===== config.mk =====
export PLATFORM = sky130hd
export DESIGN_NAME = shake_pad_feeder
export DESIGN_NICKNAME = d
export VERILOG_FILES = /design/src/rtl/shake_pad_feeder.sv
export SDC_FILE = /design/constraint.sdc
export NUM_CORES = 1
export LEC_CHECK = 0
export BUFFER_PORTS_ARGS = -buffer_cell sky130_fd_sc_hd__buf_2
export CORE_UTILIZATION = 30
export CTS_CLUSTER_DIAMETER = 30
export DETAILED_ROUTE_END_ITERATION = 8
export SKIP_CTS_REPAIR_TIMING = 1
export SYNTH_ARGS = -nofsm -noshare
export SYNTH_HDL_FRONTEND = slang
export SYNTH_SLANG_ARGS = --single-unit

===== constraint.sdc =====
create_clock -name clk -period 1.4 [get_ports clk]
set_clock_uncertainty 0.05 [all_clocks]
set_input_delay 0.21 -clock clk [delete_from_list [all_inputs] [get_ports clk]]
set_output_delay 0.21 -clock clk [all_outputs]
set_load 0.05 [all_outputs]

===== src/rtl/shake_pad_feeder.sv =====
// SHAKE input feeder: streams 32-bit message words out as rate-block words with 0x1F/0x80 padding.
// Optional SHAKE_MSG_LEN_EN macro enables the accepted-byte counter on msg_len.
module shake_pad_feeder #(
    parameter int WIN           = 32,
    parameter int RATE128_WORDS = 42,
    parameter int RATE256_WORDS = 34
) (
    input  logic           clk,
    input  logic           rst,
    input  logic           mux256,
    input  logic [WIN-1:0] din,
    input  logic           din_valid,
    input  logic           din_last,
    input  logic [2:0]     din_bytes,
    output logic           din_ready,
    output logic [WIN-1:0] out_data,
    output logic           out_valid,
    input  logic           out_ready,
    output logic           out_bof,
    output logic           out_eob,
    output logic           out_eom,
    output logic [31:0]    msg_len,
    output logic [1:0]     state_dbg
);
    // Handshake: a word moves on any rising edge where valid && ready are both high;
    // the single output register is free when empty or being drained this cycle.
    typedef enum logic [1:0] {
        IDLE     = 2'd0,
        MSG      = 2'd1,
        PAD_DOM  = 2'd2,
        PAD_ZERO = 2'd3
    } state_t;

    state_t         state, state_n;
    logic [5:0]     word_cnt;
    logic           rate_q;
    logic           rate_eff;
    logic [5:0]     last_idx;
    logic           at_end;
    logic           free;
    logic           accept;
    logic           load;
    logic           ld_eom;
    logic [2:0]     nb;
    logic [WIN-1:0] pad_word;
    logic [WIN-1:0] ld_data;

    // The first word of a message uses mux256 directly since it is latched on that same edge.
    assign rate_eff  = (state == IDLE) ? mux256 : rate_q;
    assign last_idx  = rate_eff ? 6'(RATE256_WORDS - 1) : 6'(RATE128_WORDS - 1);
    assign at_end    = (word_cnt == last_idx);
    assign free      = !out_valid || out_ready;
    assign din_ready = free && ((state == IDLE) || (state == MSG));
    assign accept    = din_valid && din_ready;
    assign nb        = (din_bytes > 3'd4) ? 3'd4 : din_bytes;
    assign state_dbg = state;

    always_comb begin
        pad_word = '0;
        for (int k = 0; k < 4; k++) begin
            if (3'(k) < nb)       pad_word[8*k +: 8] = din[8*k +: 8];
            else if (3'(k) == nb) pad_word[8*k +: 8] = 8'h1F;
        end
    end

    always_comb begin
        state_n = state;
        load    = 1'b0;
        ld_data = '0;
        ld_eom  = 1'b0;
        case (state)
            IDLE, MSG: begin
                if (accept) begin
                    load    = 1'b1;
                    ld_data = din;
                    state_n = MSG;
                    if (din_last) begin
                        if (nb == 3'd4) begin
                            state_n = PAD_DOM;
                        end else begin
                            ld_data = pad_word;
                            if (at_end) begin
                                ld_data[WIN-1] = 1'b1;
                                ld_eom         = 1'b1;
                                state_n        = IDLE;
                            end else begin
                                state_n = PAD_ZERO;
                            end
                        end
                    end
                end
            end
            PAD_DOM: begin
                if (free) begin
                    load    = 1'b1;
                    ld_data = WIN'(32'h0000_001F);
                    if (at_end) begin
                        ld_data[WIN-1] = 1'b1;
                        ld_eom         = 1'b1;
                        state_n        = IDLE;
                    end else begin
                        state_n = PAD_ZERO;
                    end
                end
            end
            PAD_ZERO: begin
                if (free) begin
                    load = 1'b1;
                    if (at_end) begin
                        ld_data[WIN-1] = 1'b1;
                        ld_eom         = 1'b1;
                        state_n        = IDLE;
                    end
                end
            end
            default: state_n = IDLE;
        endcase
    end

    always_ff @(posedge clk) begin
        if (rst) begin
            state     <= IDLE;
            word_cnt  <= '0;
            rate_q    <= 1'b0;
            out_valid <= 1'b0;
            out_data  <= '0;
            out_bof   <= 1'b0;
            out_eob   <= 1'b0;
            out_eom   <= 1'b0;
        end else begin
            state <= state_n;
            if (accept && (state == IDLE)) rate_q <= mux256;
            if (load) begin
                out_valid <= 1'b1;
                out_data  <= ld_data;
                out_bof   <= (word_cnt == 6'd0);
                out_eob   <= at_end;
                out_eom   <= ld_eom;
                word_cnt  <= at_end ? 6'd0 : word_cnt + 6'd1;
            end else if (out_ready) begin
                out_valid <= 1'b0;
            end
        end
    end

`ifdef SHAKE_MSG_LEN_EN
    logic [31:0] len_q;
    logic [31:0] add_bytes;

    assign add_bytes = din_last ? {29'd0, nb} : 32'd4;
    assign msg_len   = len_q;

    always_ff @(posedge clk) begin
        if (rst)         len_q <= '0;
        else if (accept) len_q <= (state == IDLE) ? add_bytes : len_q + add_bytes;
    end
`else
    assign msg_len = '0;
`endif

endmodule


==> flow_summary.json <==
{
  "synth-main-ff-cell": "dfxtp_1",
  "dpl.hpwl_um": 4080,
  "cp_slowest_cell": "dfxtp_4",
  "grt_first_pass_wirelength_um": 8560,
  "worstPathArrival_ps": 1630,
  "antenna_cells": 0,
  "yosysMostFrequentCell": "dfxtp_1",
  "detail-route-antenna-nets": 0,
  "cts_root_buffer": "clkbuf_8",
  "reg2reg_slack_ps": -90,
  "path_clk_slew_ps": 90,
  "cts_buffer_depth": 2,
  "min_period_ps": 1490,
  "gr-usage-all-layers": 0.141,
  "start_kind": "register",
  "path_cells": "o21a_1 > or3_4 > and3_4 > a31o_2",
  "fp.coreArea_mm2": 0.00721,
  "viasPerCell": 4.61,
  "setup_tns_ps": -523,
  "report.final.slew_viol_count": 0,
  "drt_wl_total_um": 5620,
  "cts_made_buffers": 5,
  "setup_viol": 15,
  "internal_power_w": 0.00220,
  "die-area_mm2": 0.00780,
  "drt-initial-drc-count": 72,
  "p_sw_frac": 0.360,
  "rsz0062_at_grt": "yes",
  "wl_per_cell_um": 12.4,
  "rows": 31,
  "seqPwrFrac": 0.409,
  "timing.hold.ws_ps": 98.7,
  "netlist_area_mm2": 0.00223,
  "power_frac_comb": 0.300,
  "grt_pass1_vias": 1842,
  "synth_top_area_frac": 0.403,
  "yosys_register_bits": 45,
  "synth_area_leaders": "dfxtp_1 40%, buf_4 11%, nand2_1 3.9%",
  "period_share": 1.06,
  "gp_congestion": 0.796,
  "switching_power_w": 0.00123,
  "clock_latency_ps": 300,
  "start_util": 0.310,
  "crit_type": "register to register",
  "layout.nets": 397,
  "htree_levels": 2,
  "violations": "negative setup slack",
  "seq_area_frac_synth": 0.403,
  "avgSynthCellArea_um2": 8.90,
  "drc": 0,
  "drive_above_1_share": 0.418,
  "p_leak_nw": 1.39,
  "clock_sinks": 45,
  "io_pins": 112,
  "power_frac_clock": 0.292,
  "slowest_delay_ps": 360,
  "synthToLayoutAreaGrowth_pct": 35.8,
  "final_hold_viol_count": 0,
  "yosysWarnings": 0,
  "grt_overflow": 0,
  "antenna_found_initial": 0,
  "portBuffers": 79,
  "power.total_w": 0.00343,
  "fp.dieW_um": 88.3,
  "crit_path_end_kind": "register",
  "maxClockFrequency_mhz": 673,
  "drv_cap": 0,
  "die_y_um": 88.3,
  "synthCells": 251,
  "grt_max_degree": 28,
  "timing.final.ws_setup_ps": -86.5,
  "via_count": 2089,
  "synth_commonest_cells": "45 x dfxtp_1, 33 x buf_4, 23 x nand2_1, 23 x nor2_1, 14 x o21ai_0",
  "status": "finished with violations",
  "synth_area_leader_cell": "dfxtp_1",
  "firstDrtPassIters": 4,
  "critPathMaxFanout": 6,
  "ir_drop_v": 0.000591,
  "cts_tree": "yes",
  "min_path_type": "input pin to register",
  "synth_edf_count": 0,
  "n_fill_cell": 741,
  "worst_ep_required_time_ps": 1540,
  "powerDensity_mw_per_mm2": 1130,
  "synthArstFlopShare": 0,
  "synth.distinct_cells": 45
}
[final cells by class]
| type | instances | area [um2] | share of cell area |
|---|---|---|---|
| clock buffer | 5 | 68.8 | 0.0227 |
| multi-input combinational | 186 | 1190 | 0.391 |
| inverter | 4 | 15.0 | 0.00495 |
| timing repair buffer | 111 | 682 | 0.225 |
| tap | 99 | 124 | 0.0408 |
| clock inverter | 3 | 45.0 | 0.0148 |
| sequential | 45 | 912 | 0.301 |
[cell usage in the layout (no fill, tap or decap), types with 2 or more instances in the layout]
cell      netlist  layout
buf_2           4      78
dfxtp_1        45      42
conb_1          1      32
buf_4          33      26
nand2_1        23      23
nor2_1         23      21
a31oi_1        12      12
a32oi_1         9       9
a22oi_1         8       8
o21ai_1         0       7
o21ai_0        14       6
nand3_1         7       6
a21oi_1         6       6
a211oi_2        5       5
a21o_1          5       5
clkbuf_8        0       5
buf_6           2       5
inv_1           4       4
nand2b_1        4       4
nor3_1          6       4
xnor2_1         4       4
nor2_2          1       3
ha_1            3       3
dfxtp_4         0       3
nor3_2          0       2
and3_4          1       2
nor3b_2         1       2
nor4b_4         1       2
buf_12          0       2
[worst max-delay path, delay by kind of cell (launching register included)]
kind | cells | cell delay [ps]
flops | 1 | 360
compound gates | 2 | 430
simple gates | 2 | 540
[cells by family (layout without fill, tap and decap cells)]
| logic type | count (synthesis) | in the layout | share of synthesized area |
|---|---|---|---|
| AO/OA/AOI/OAI | 65 | 65 | 0.212 |
| XOR/XNOR | 4 | 4 | 0.0157 |
| adder cells (fa/ha/maj) | 3 | 3 | 0.0168 |
| buffers and inverters | 52 | 123 | 0.152 |
| flip-flops | 45 | 45 | 0.403 |
| multiplexers | 1 | 1 | 0.00448 |
| other | 1 | 32 | 0.00168 |
| AND/OR/NAND/NOR | 80 | 81 | 0.195 |
[power groups by stage]
stage	clock [W]	combinational, W	sequential [W]
2_1_floorplan	0	0.000542	0.00168
3_3_place_gp	0	0.000981	0.00143
3_5_place_dp	0	0.000983	0.00143
4_1_cts	0.00104	0.000985	0.00140
5_1_grt	0.00109	0.00110	0.00141
6_report	0.00100	0.00103	0.00140
[state kept, by name, indices dropped and copies added, names as in the netlist]
name and cells:
out_eom 1, word_cnt 6, out_eob 1, out_bof 1, out_valid 1, rate_q 1, state_dbg 2, out_data 32
[worst paths after layout]
check                    start      endpoint  cells after the start
setup reg to reg  state_dbg[0]       out_eob                      4
hold reg to reg   out_data[19]  out_data[19]                      2
setup / recovery  state_dbg[0]       out_eob                      4
hold / removal         din[15]  out_data[15]                      3
[per-stage QoR]
stage	instances	cell area [um2]	util	worst slack, ps
floorplan	282	2390	-	-122
global placement	440	2800	0.388	-46.7
detailed placement	440	2800	0.388	-41.7
CTS	448	2910	0.404	-207
global route	453	3030	0.421	-145
finish	453	3030	0.421	-86.5
[per-layer routing]
layer,track usage,wire length [um],vias to the layer above
met5,0,0,-
met4,0.0440,63,0
met3,0.0382,366,7
met2,0.224,2560,79
met1,0.187,2630,967
li1,-,-,1036
(Power assumes the default switching activity.)
